==> config.mk <==
export PLATFORM = sky130hd
export DESIGN_NAME = gpu_prim_loader
export DESIGN_NICKNAME = d
export VERILOG_FILES = /design/src/rtl/gpu_prim_loader.sv
export SDC_FILE = /design/constraint.sdc
export NUM_CORES = 1
export LEC_CHECK = 0
export CAP_MARGIN = 0
export CORE_MARGIN = 4
export CORE_UTILIZATION = 40
export DETAILED_ROUTE_END_ITERATION = 16
export HOLD_SLACK_MARGIN = 0.15
export PLACE_DENSITY = 0.83
export SLEW_MARGIN = 20
export SYNTH_ARGS = -nofsm -noshare
export SYNTH_HDL_FRONTEND = slang
export SYNTH_SLANG_ARGS = --single-unit
==> constraint.sdc <==
create_clock -name i_clk -period 5.95 [get_ports i_clk]
set_input_delay 1.19 -clock i_clk [delete_from_list [all_inputs] [get_ports i_clk]]
set_output_delay 1.19 -clock i_clk [all_outputs]
set_load 0.02 [all_outputs]
==> src/rtl/gpu_prim_loader.sv <==
// -----------------------------------------------------------------------------
// gpu_prim_loader
//   Sequencer between the GP0 command FIFO and the loaded-register bank. Pops
//   command words one per cycle, decodes polygon (0x20-0x3F), rectangle
//   (0x60-0x7F) and fill (0x02) commands, and emits per-word load strobes into
//   the register bank. When a full primitive is in the bank it is offered to the
//   rasterizer / fill engine with o_primValid / i_primAck.
//
//   Optional feature macro: GPU_QUAD_POLY_EN
//     defined   : quad polygons issue two triangles {v0,v1,v2} then {v3,v1,v2}
//     undefined : quad words are still popped (keeps FIFO aligned) but the 4th
//                 vertex words load nothing and only the first triangle issues
//
// Ports
//   i_clk, i_rst         clock, synchronous active-high reset
//   i_fifoEmpty/Data     show-ahead FIFO status and head word
//   o_readFifo           pop head word this cycle (o_validData mirrors it)
//   o_command            command byte latched from word 0
//   o_targetVertex       register bank vertex slot 0..2
//   o_load*              register bank load strobes, qualified by the pop
//   o_loadSizeParam      0=VAR 1=1x1 2=8x8 3=16x16
//   o_loadRectEdge,
//   o_isVertexLoadState  rectangle edge generation controls
//   o_primValid/Type     primitive ready (0=tri 1=rect 2=fill), held until ack
//   i_primAck            consumer accepted primitive
//   o_unsupported        pulses with the pop of an unhandled command word
// -----------------------------------------------------------------------------
module gpu_prim_loader (
    input  logic        i_clk,
    input  logic        i_rst,
    input  logic        i_fifoEmpty,
    input  logic [31:0] i_fifoData,
    output logic        o_readFifo,
    output logic        o_validData,
    output logic [7:0]  o_command,
    output logic [1:0]  o_targetVertex,
    output logic        o_loadVertices,
    output logic        o_loadUV,
    output logic        o_loadRGB,
    output logic        o_loadAllRGB,
    output logic        o_loadCoord1,
    output logic        o_loadSize,
    output logic [1:0]  o_loadSizeParam,
    output logic        o_loadRectEdge,
    output logic        o_isVertexLoadState,
    output logic        o_primValid,
    output logic [1:0]  o_primType,
    input  logic        i_primAck,
    output logic        o_unsupported
);

    localparam logic [2:0] S_IDLE      = 3'd0;
    localparam logic [2:0] S_COLOR     = 3'd1;
    localparam logic [2:0] S_VERTEX    = 3'd2;
    localparam logic [2:0] S_UV        = 3'd3;
    localparam logic [2:0] S_SIZE      = 3'd4;
    localparam logic [2:0] S_FILL_XY   = 3'd5;
    localparam logic [2:0] S_FILL_SIZE = 3'd6;
    localparam logic [2:0] S_ISSUE     = 3'd7;

    localparam logic [1:0] T_TRI  = 2'd0;
    localparam logic [1:0] T_RECT = 2'd1;
    localparam logic [1:0] T_FILL = 2'd2;

    logic [2:0] r_state;
    logic [1:0] r_vtx;
    logic [7:0] r_command;
    logic [1:0] r_primType;
    logic       r_gouraud;
    logic       r_quad;
    logic       r_textured;
    logic [1:0] r_size;

    logic [2:0] w_nextState;
    logic [1:0] w_nextVtx;
    logic [2:0] w_advState;
    logic [1:0] w_advVtx;
    logic       w_pop;
    logic       w_mute;
    logic       w_isPolyState;
    logic [1:0] w_slot;
    logic [7:0] w_head;
    logic       w_hdPoly;
    logic       w_hdRect;
    logic       w_hdFill;
    logic       w_unused_data;

    assign w_head        = i_fifoData[31:24];
    assign w_unused_data = ^i_fifoData[23:0];
    assign w_hdPoly      = (w_head[7:5] == 3'b001);
    assign w_hdRect      = (w_head[7:5] == 3'b011);
    assign w_hdFill      = (w_head == 8'h02);

    // No pop while offering a primitive, nor in a reset cycle.
    assign w_pop = !i_rst && !i_fifoEmpty && (r_state != S_ISSUE);

    assign w_isPolyState = (r_primType == T_TRI);
    // The 4th vertex reuses slot 0 so the second triangle is {v3,v1,v2}.
    assign w_slot = (r_vtx == 2'd3) ? 2'd0 : r_vtx;

`ifdef GPU_QUAD_POLY_EN
    assign w_mute = 1'b0;
`else
    // 4th-vertex words are swallowed without touching the bank.
    assign w_mute = w_isPolyState && (r_vtx == 2'd3);
`endif

    // Polygon advance after the last word of a vertex (position or UV).
    always_comb begin
        w_advState = S_ISSUE;
        w_advVtx   = r_vtx;
        if (r_vtx < 2'd2) begin
            w_advVtx   = r_vtx + 2'd1;
            w_advState = r_gouraud ? S_COLOR : S_VERTEX;
        end else if (r_vtx == 2'd3) begin
`ifdef GPU_QUAD_POLY_EN
            w_advState = S_ISSUE;
`else
            w_advState = S_IDLE;
            w_advVtx   = 2'd0;
`endif
        end
    end

    always_comb begin
        w_nextState = r_state;
        w_nextVtx   = r_vtx;
        case (r_state)
            S_IDLE: begin
                if (w_pop) begin
                    w_nextVtx = 2'd0;
                    if (w_hdPoly || w_hdRect) w_nextState = S_VERTEX;
                    else if (w_hdFill)        w_nextState = S_FILL_XY;
                end
            end
            S_COLOR: begin
                if (w_pop) w_nextState = S_VERTEX;
            end
            S_VERTEX: begin
                if (w_pop) begin
                    if (r_textured) begin
                        w_nextState = S_UV;
                    end else if (!w_isPolyState) begin
                        w_nextState = (r_size == 2'd0) ? S_SIZE : S_ISSUE;
                    end else begin
                        w_nextState = w_advState;
                        w_nextVtx   = w_advVtx;
                    end
                end
            end
            S_UV: begin
                if (w_pop) begin
                    if (!w_isPolyState) begin
                        w_nextState = (r_size == 2'd0) ? S_SIZE : S_ISSUE;
                    end else begin
                        w_nextState = w_advState;
                        w_nextVtx   = w_advVtx;
                    end
                end
            end
            S_SIZE:      if (w_pop) w_nextState = S_ISSUE;
            S_FILL_XY:   if (w_pop) w_nextState = S_FILL_SIZE;
            S_FILL_SIZE: if (w_pop) w_nextState = S_ISSUE;
            S_ISSUE: begin
                if (i_primAck) begin
                    if (w_isPolyState && r_quad && (r_vtx == 2'd2)) begin
                        w_nextVtx   = 2'd3;
                        w_nextState = r_gouraud ? S_COLOR : S_VERTEX;
                    end else begin
                        w_nextVtx   = 2'd0;
                        w_nextState = S_IDLE;
                    end
                end
            end
            default: begin
                w_nextState = S_IDLE;
                w_nextVtx   = 2'd0;
            end
        endcase
    end

    // Load strobes: decoded from state, all qualified by the pop.
    always_comb begin
        o_targetVertex      = 2'd0;
        o_loadVertices      = 1'b0;
        o_loadUV            = 1'b0;
        o_loadRGB           = 1'b0;
        o_loadAllRGB        = 1'b0;
        o_loadCoord1        = 1'b0;
        o_loadSize          = 1'b0;
        o_loadSizeParam     = 2'd0;
        o_loadRectEdge      = 1'b0;
        o_isVertexLoadState = 1'b0;
        o_unsupported       = 1'b0;
        if (w_isPolyState && (r_state != S_IDLE)) o_targetVertex = w_slot;
        if (w_pop) begin
            case (r_state)
                S_IDLE: begin
                    if (w_hdPoly) begin
                        o_loadRGB    = 1'b1;
                        o_loadAllRGB = !w_head[4];
                    end else if (w_hdRect || w_hdFill) begin
                        o_loadRGB    = 1'b1;
                        o_loadAllRGB = 1'b1;
                    end else begin
                        o_unsupported = 1'b1;
                    end
                end
                S_COLOR: o_loadRGB = !w_mute;
                S_VERTEX: begin
                    o_loadVertices = !w_mute;
                    // Fixed-size rects derive the far edge from the vertex word.
                    if (!w_isPolyState && (r_size != 2'd0)) begin
                        o_loadSize          = 1'b1;
                        o_loadSizeParam     = r_size;
                        o_loadRectEdge      = 1'b1;
                        o_isVertexLoadState = 1'b1;
                    end
                end
                S_UV: o_loadUV = !w_mute;
                S_SIZE: begin
                    o_loadSize     = 1'b1;
                    o_loadRectEdge = 1'b1;
                end
                S_FILL_XY:   o_loadCoord1 = 1'b1;
                S_FILL_SIZE: o_loadSize   = 1'b1;
                default: ;
            endcase
        end
    end

    always_ff @(posedge i_clk) begin
        if (i_rst) begin
            r_state    <= S_IDLE;
            r_vtx      <= 2'd0;
            r_command  <= 8'h00;
            r_primType <= T_TRI;
            r_gouraud  <= 1'b0;
            r_quad     <= 1'b0;
            r_textured <= 1'b0;
            r_size     <= 2'd0;
        end else begin
            r_state <= w_nextState;
            r_vtx   <= w_nextVtx;
            if ((r_state == S_IDLE) && w_pop) begin
                r_command <= w_head;
                if (w_hdPoly || w_hdRect || w_hdFill) begin
                    r_primType <= w_hdPoly ? T_TRI : (w_hdRect ? T_RECT : T_FILL);
                    r_gouraud  <= w_head[4];
                    r_quad     <= w_head[3];
                    r_textured <= w_head[2] && !w_hdFill;
                    r_size     <= w_head[4:3];
                end
            end
        end
    end

    assign o_readFifo  = w_pop;
    assign o_validData = w_pop;
    assign o_command   = r_command;
    assign o_primValid = (r_state == S_ISSUE);
    assign o_primType  = r_primType;

endmodule

### After elaboration in Yosys (flattened, before gate mapping)

Index checks and enable logic that the tools add are counted.
W data, S select, Z words.

| storage, ports and cells | value |
|---|---|
| register bits after elaboration | 20 |
| bits in latches | 0 |
| RAM bits | 0 |
| ROM bits | 0 |
| output and inout port bits | 26 |
| memories kept | 0 |

| operators by class | value |
|---|---|
| $add $sub $neg | 1 |
| multipliers | 0 |
| divide/modulo/power cells | 0 |
| $lt $le $gt $ge | 1 |
| equal/unequal tests | 22 |
| shifts and indexed selects | 0 |
| mux-type cells | 57 |
| bitwise logic cells | 0 |
| reduce and logical (&&, ||, !) cells | 28 |

Operators with widths:

| kind | count |
|---|---|
| $mux W3 | 13 |
| $mux W2 | 18 |
| $mux W1 | 21 |
| $pmux W3 S7 | 1 |
| $eq A3 B3 Y1 const B | 4 |
| $ne A2 B2 Y1 const B | 6 |
| $eq A3 B2 Y1 const B | 3 |
| $logic_and A1 B1 Y1 | 9 |
| $eq A8 B2 Y1 const B | 1 |
| $pmux W2 S4 | 1 |
| $reduce_and A8 Y1 | 1 |
| $eq A3 B1 Y1 const B | 2 |
| $logic_not A1 Y1 | 6 |
| $pmux W1 S2 | 3 |
| $reduce_and A6 Y1 | 1 |
| $eq A2 B2 Y1 const B | 2 |
| $logic_not A2 Y1 | 2 |
| $ne A2 B1 Y1 const B | 2 |
| $reduce_bool A4 Y1 | 1 |
| $logic_not A3 Y1 | 1 |
| $logic_or A1 B1 Y1 | 3 |
| $ne A3 B2 Y1 const B | 1 |
| $ne A3 B3 Y1 const B | 1 |
| $reduce_bool A3 Y1 | 1 |
| 5 further kinds | 5 |

### Longest topological paths before layout

Gate-level depths: netlist of the first run.

| depth | value |
|---|---|
| depth in word-level cells | 7 |
| gate-level depth with buffers | 6 |

### Least setup slack after synthesis of the first run

No wires, ideal clock.

| timing path | value |
|---|---|
| kind | input-to-output |
| start | input i_rst |
| end | output o_loadAllRGB |
| data arrival time | 2,554 ps |
| setup slack | 2,206 ps |
| cell stages on the path | 5 |
| path buffers | 2 |
| cells stage by stage | or3_4 > or3_1 > buf_2 > buf_2 > a311oi_2 |

| between the ends | value |
|---|---|
| cells in the longest elaborated chain, start to end | 4 |

RTL lines:

| item | line | text |
|---|---|---|
| start, declared | 30 | `input logic i_rst,` |
| $logic_not A1 Y1 | 95 | `assign w_pop = !i_rst && !i_fifoEmpty && (r_state != S_ISSUE);` |
| $logic_and A1 B1 Y1 (2 in a row) | 95 |  |
| $mux W1 | 196 | `if (w_pop) begin` |
| end, declared | 40 | `output logic o_loadAllRGB,` |

Every way passes these cells.

### Worst setup path after layout of the first run

Same ends and word-level chain as after synthesis.

==> results of run 1 <==
==> per-layer routing <==
layer / track usage / vias up / share of wire
met1: 0.2192 / 542 / 0.43
li1: - / 607 / -
met5: 0 / - / 0
met2: 0.3038 / 56 / 0.47
met3: 0.02766 / 7 / 0.086
met4: 0.06192 / 0 / 0.016
==> metrics by stage <==
stage | hold slack, ns | area, µm² | instances
final | 0.4633 | 1524 | 213
after global routing | 0.4919 | 1524 | 213
after CTS | 0.4683 | 1524 | 213
after detailed placement | 0.4450 | 1488 | 209
after global placement | 0.4443 | 1488 | 209
after floorplan | 0.4812 | 1122 | 151
==> critical path, delay by kind of cell <==
family	cells	cell delay, ns
buffers and inverters	2	1.31
and+or+nand+nor	2	1.09
AOI/OAI and AO/OA	1	0.29
==> registers in the layout, summed over array words and instances (netlist names) <==
register    count
o_command       8
o_primType      2
r_size          1
r_gouraud       1
r_vtx           2
r_textured      1
r_state         3
==> layout make-up <==
class | instances | area, µm² | share of cell area
Tap cell | 30 | 37.54 | 0.02463
Timing Repair Buffer | 37 | 370.4 | 0.2430
Sequential cell | 18 | 360.3 | 0.2365
Inverter | 8 | 30.03 | 0.01970
Multi-Input combinational cell | 116 | 689.4 | 0.4524
Clock buffer | 4 | 36.28 | 0.02381
==> report_power, final <==
group	leakage, nW	switching [mW]	internal (mW)
Sequential	0.147	0.0118	0.129
Combinational	0.428	0.0459	0.0373
Clock	0.0210	0.0362	0.0373
==> how the worst max path moves through the flow <==
stage / slack (ns) / start / cells after the start / end
final: 0.88 / i_rst / 5 / o_loadAllRGB
after global routing: 0.73 / i_rst / 5 / o_loadAllRGB
after CTS: 0.87 / i_rst / 5 / o_loadAllRGB
after detailed placement: 0.90 / i_rst / 5 / o_loadAllRGB
after global placement: 0.91 / i_rst / 5 / o_loadAllRGB
after floorplan: 2.21 / i_rst / 5 / o_loadAllRGB
==> cells in the mapped netlist, drive strengths merged (4+ instances only) <==
master and instances:
o21ai 11, nand2 19, nor2 9, dfxtp 18
nand3 14, nor3 5, buf 5, a211oi 5
and2 5, a21oi 15, clkbuf 4, ha 5
inv 8
==> cells by family (layout without fill, tap and decap cells) <==
| family | Yosys count | in the layout | synth area share |
|---|---|---|---|
| AND/OR/NAND/NOR | 66 | 66 | 0.2988 |
| AO/OA/AOI/OAI | 45 | 45 | 0.2598 |
| flip-flops | 18 | 18 | 0.3211 |
| buffers and inverters | 17 | 49 | 0.06466 |
| adder cells (fa/ha/maj) | 5 | 5 | 0.05574 |
==> results.py, run 1 <==
metrics = {
    "floorplanning": {
        "die_w_um": 60.97,
        "ios": 62,
        "design.core.area_mm2": 0.002567,
        "num_rows": 18,
        "die_area_mm2": 0.003717,
        "floorplan.die.height_um": 60.97,
        "start_util": 0.4371,
    },
    "yosys": {
        "netlist_area_mm2": 0.001122,
        "ys_types": 33,
        "syn_avg_cell_area_um2": 7.433,
        "synth_area_leaders": "dfxtp_1 (32%), a21oi_1 (6.7%), nand2_1 (6.4%)",
        "syn_inst": 151,
        "synth-edff-count": 0,
        "synthArstFlopShare": 0,
        "yosys_warnings": 0,
        "synth_top_area_share": 0.3211,
        "synth_nets": 192,
        "synth_top_area_cell": "dfxtp_1",
        "ys_ff_latch": 18,
        "ys_seq_area_frac": 0.3211,
        "synth-main-ff-cell": "dfxtp_1",
    },
    "critical_path": {
        "path_cells": "clkdlybuf4s50_1 -> or3_4 -> or3_1 -> a311oi_2 -> clkdlybuf4s50_1",
        "crit_type": "in -> out",
        "crit_path_start_kind": "primary input",
        "path_max_fanout": 17,
        "r2r-end": "r_vtx[0]$_SDFFE_PP0P_",
        "cp_slowest_cell": "clkdlybuf4s50_1",
        "max_stage_delay_ns": 0.66,
        "reg2reg_depth": 4,
        "cp_common_cell": "clkdlybuf4s50_1",
        "cp-end-kind": "primary output",
        "r2r_setup_slack_ns": 3.93,
        "crit_arrival_ns": 3.88,
        "crit-reg2reg-launch": "r_state[1]$_SDFFE_PP0P_",
        "crit_required_ns": 4.76,
    },
    "finish": {
        "final_cell_mix": "clkdlybuf4s50_1 (37), nand2_1 (19), dfxtp_1 (18)",
        "diodes": 0,
        "drive_above_1_share": 0.04372,
        "fill_cells": 245,
        "layout.nets": 225,
        "syn_to_final_growth_pct": 35.79,
        "final_common_cell": "clkdlybuf4s50_1",
        "final_core_util": 0.5936,
    },
    "timing": {
        "skew_ns": 0.005579,
        "relSlewSlack": 0.4633,
        "min_period_over_period": 0.8520,
        "fmax_ghz": 0.1973,
        "slew_viol_final": 0,
        "rsz0062_at_grt": "false",
        "setup_viol": 0,
        "setup_tns_ns": 0,
        "worst_slack_ns": 0.8807,
        "fin_crit_ns": 5.069,
        "tightest_slew_ns": 0.8006,
        "final-hold-violation-count": 0,
    },
    "grt": {
        "grt-ovfl-total": 0,
        "grt_usage": 0.1754,
        "grt_pass1_wl_um": 4961,
        "grt_antenna_before_repair": 0,
        "grt_max_degree": 18,
        "grt_pass1_vias": 1118,
    },
    "power": {
        "vdd_ir_drop_max_v": 0.0001646,
        "p_total_mw": 0.2976,
        "pwr_density_cell_mw_per_mm2": 195.3,
        "leakage_nw": 0.5961,
    },
    "outcome": {
        "status": "finished, final reports clean",
    },
    "route": {
        "vias_per_cell": 5.690,
        "wirelength_um": 3090,
        "ant_nets": 0,
        "firstDrtPassIters": 4,
        "drc_errors": 0,
        "vias": 1212,
        "drt-wirelength-per-cell_um": 14.51,
        "drtIter0Drc": 47,
    },
    "clock_network": {
        "path_clk_slew_ns": 0.10,
        "htreeDepth": 1,
        "post_cts_buffers": 0,
        "clock_path_buffers": 2,
        "clock_sinks": 18,
        "postCtsHoldBufs": 0,
        "cts_resized": 0,
        "clkLatencyLatePin_ns": 0.29,
        "numCtsBuffers": 3,
        "root_buffer": "clkbuf_4",
        "cts_tree": "yes",
    },
    "min_path": {
        "worstHoldStart": "o_command[0]$_SDFFE_PP0P_",
        "hp-class": "reg -> reg",
        "hold_depth": 2,
        "hold_end": "o_command[0]$_SDFFE_PP0P_",
    },
    "placement": {
        "numPortBuffers": 37,
        "dpl.hpwl_um": 2385,
        "gp_congestion": 0.8459,
        "dp_slack_ns": 0.8988,
    },
    "run": {
        "drv_cap": 0,
    },
}
Note: power is estimated with default switching activity, not from simulation.
==> inputs of run 2 (changes only) <==
CORE_UTILIZATION = 41   (was 40)
PLACE_DENSITY = 0.84   (was 0.83)
==> run 2 against run 1 <==
Net effect: critical path depth stayed put; sequential power hardly changed; combinational power is 0.7% lower; die area is 2.1% lower; register-to-register slack hardly changed.
==> results.py, run 2 (synthesis results as in run 1) <==
metrics = {
    "critical_path": {
        "crit_type": "in -> out",
        "max_stage_delay_ns": 0.68,
        "cp_common_cell": "clkdlybuf4s50_1",
        "crit_required_ns": 4.76,
        "cp_num_buf_inv": 2,
        "crit_path_start_kind": "primary input",
        "r2r_setup_slack_ns": 3.93,
        "cp_slowest_cell": "clkdlybuf4s50_1",
        "path_cells": "clkdlybuf4s50_1 -> or3_4 -> or3_1 -> a311oi_2 -> clkdlybuf4s50_1",
        "critical_path.top_delay_family": "buffers and inverters",
        "reg2reg_depth": 4,
        "r2r-end": "r_vtx[1]$_SDFFE_PP0P_",
        "crit_arrival_ns": 3.87,
        "cp-end-kind": "primary output",
        "crit-reg2reg-launch": "r_state[1]$_SDFFE_PP0P_",
        "path_max_fanout": 17,
    },
    "timing": {
        "setup_viol": 0,
        "fin_crit_ns": 5.063,
        "setup_tns_ns": 0,
        "skew_ns": 0.005783,
        "min_period_over_period": 0.8510,
        "relSlewSlack": 0.4809,
        "final-hold-violation-count": 0,
        "slew_viol_final": 0,
        "tightest_slew_ns": 0.7744,
        "fmax_ghz": 0.1975,
        "rsz0062_at_grt": "false",
    },
    "grt": {
        "grt_max_degree": 18,
        "grtUsageMet1": 0.2083,
        "grt_busiest_layer": "met2",
        "grt-ovfl-total": 0,
        "grt_usage": 0.1837,
        "grt_antenna_before_repair": 0,
        "met2_usage": 0.3179,
        "grt_pass1_wl_um": 5147,
        "met3_usage": 0.04536,
        "grt_pass1_vias": 1207,
    },
    "clock_network": {
        "htreeDepth": 1,
        "root_buffer": "clkbuf_4",
        "cts_resized": 0,
        "post_cts_buffers": 0,
        "numCtsBuffers": 3,
        "clkLatencyLatePin_ns": 0.29,
        "clock_path_buffers": 2,
        "path_clk_slew_ns": 0.09,
        "clock_sinks": 18,
        "postCtsHoldBufs": 0,
        "cts_tree": "yes",
    },
    "route": {
        "vias_per_cell": 5.761,
        "drtIter0Drc": 37,
        "vias": 1227,
        "firstDrtPassIters": 4,
        "wirelength_um": 3022,
        "ant_nets": 0,
        "drt-wirelength-per-cell_um": 14.19,
        "drc_errors": 0,
    },
    "finish": {
        "largest_register_ffs": 8,
        "diodes": 0,
        "drive_above_1_share": 0.04372,
        "stdcell_area_mm2": 0.001524,
        "final_cell_mix": "clkdlybuf4s50_1 (37), nand2_1 (19), dfxtp_1 (18)",
        "final_common_cell": "clkdlybuf4s50_1",
        "syn_to_final_growth_pct": 35.79,
        "layout.nets": 225,
    },
    "placement": {
        "placed_area_mm2": 0.001488,
        "gp_congestion": 0.8274,
        "numPortBuffers": 37,
        "dpl.hpwl_um": 2345,
    },
    "floorplanning": {
        "die_w_um": 60.32,
        "floorplan.die.height_um": 60.32,
        "design.core.area_mm2": 0.002545,
        "die_area_mm2": 0.003639,
        "ios": 62,
        "start_util": 0.4410,
        "num_rows": 18,
    },
    "min_path": {
        "hp-class": "reg -> reg",
        "hold_end": "o_command[7]$_SDFFE_PP0P_",
        "hold_depth": 2,
        "worstHoldStart": "o_command[7]$_SDFFE_PP0P_",
    },
    "run": {
        "drv_cap": 0,
    },
    "power": {
        "vdd_ir_drop_max_v": 0.0001961,
        "pwr_density_cell_mw_per_mm2": 194.4,
        "leakage_nw": 0.5961,
        "p_total_mw": 0.2962,
    },
    "outcome": {
        "status": "finished, final reports clean",
    },
}
-- run 2: worst max path at each step --
stage                              end  slack, ns  depth (start not counted)   from
after floorplan           o_loadAllRGB       2.21                          5  i_rst
after global placement    o_loadAllRGB       0.92                          5  i_rst
after detailed placement  o_loadAllRGB       0.87                          5  i_rst
after CTS                 o_loadAllRGB       0.85                          5  i_rst
after global routing      o_loadAllRGB       0.74                          5  i_rst
final                     o_loadAllRGB       0.89                          5  i_rst
-- run 2: cell type report --
| class | count | area (µm²) |
|---|---|---|
| flip-flops and latches | 18 | 360.3 |
| multi-input cells | 116 | 689.4 |
| repair buffers | 37 | 370.4 |
| well taps | 30 | 37.54 |
| fillers | 245 | 1021 |
| clock buffers | 4 | 36.28 |
| inverters | 8 | 30.03 |
-- run 2: layer usage --
metal  wire [µm]  share of wire
met1        1211           0.40
met2        1391           0.46
met3         355           0.12
met4          63          0.021
met5           0              0
-- run 2: worst register-to-register path, stage by stage (launching register included) --
cell	delay, ns
dfxtp_1	0.43
or3_4	0.46
or3_1	0.57
a211o_1	0.34
o211a_1	0.12
-- run 2: power breakdown --
| part | switching (mW) | leakage (nW) | internal, mW |
|---|---|---|---|
| registers | 0.0117 | 0.147 | 0.129 |
| logic | 0.0453 | 0.428 | 0.0374 |
| clock network | 0.0355 | 0.0210 | 0.0373 |
| total | 0.0925 | 0.596 | 0.204 |
-- run 2: through the flow --
| step | hold WS, ns | std cells | utilization | worst slack [ns] |
|---|---|---|---|---|
| global route | 0.4770 | 213 | 0.5988 | 0.7420 |
| floorplan | 0.4812 | 151 | - | 2.206 |
| CTS | 0.4658 | 213 | 0.5988 | 0.8545 |
| finish | 0.4591 | 213 | 0.5988 | 0.8867 |
| global placement | 0.4437 | 209 | 0.5846 | 0.9185 |
| detailed placement | 0.4498 | 209 | 0.5846 | 0.8722 |
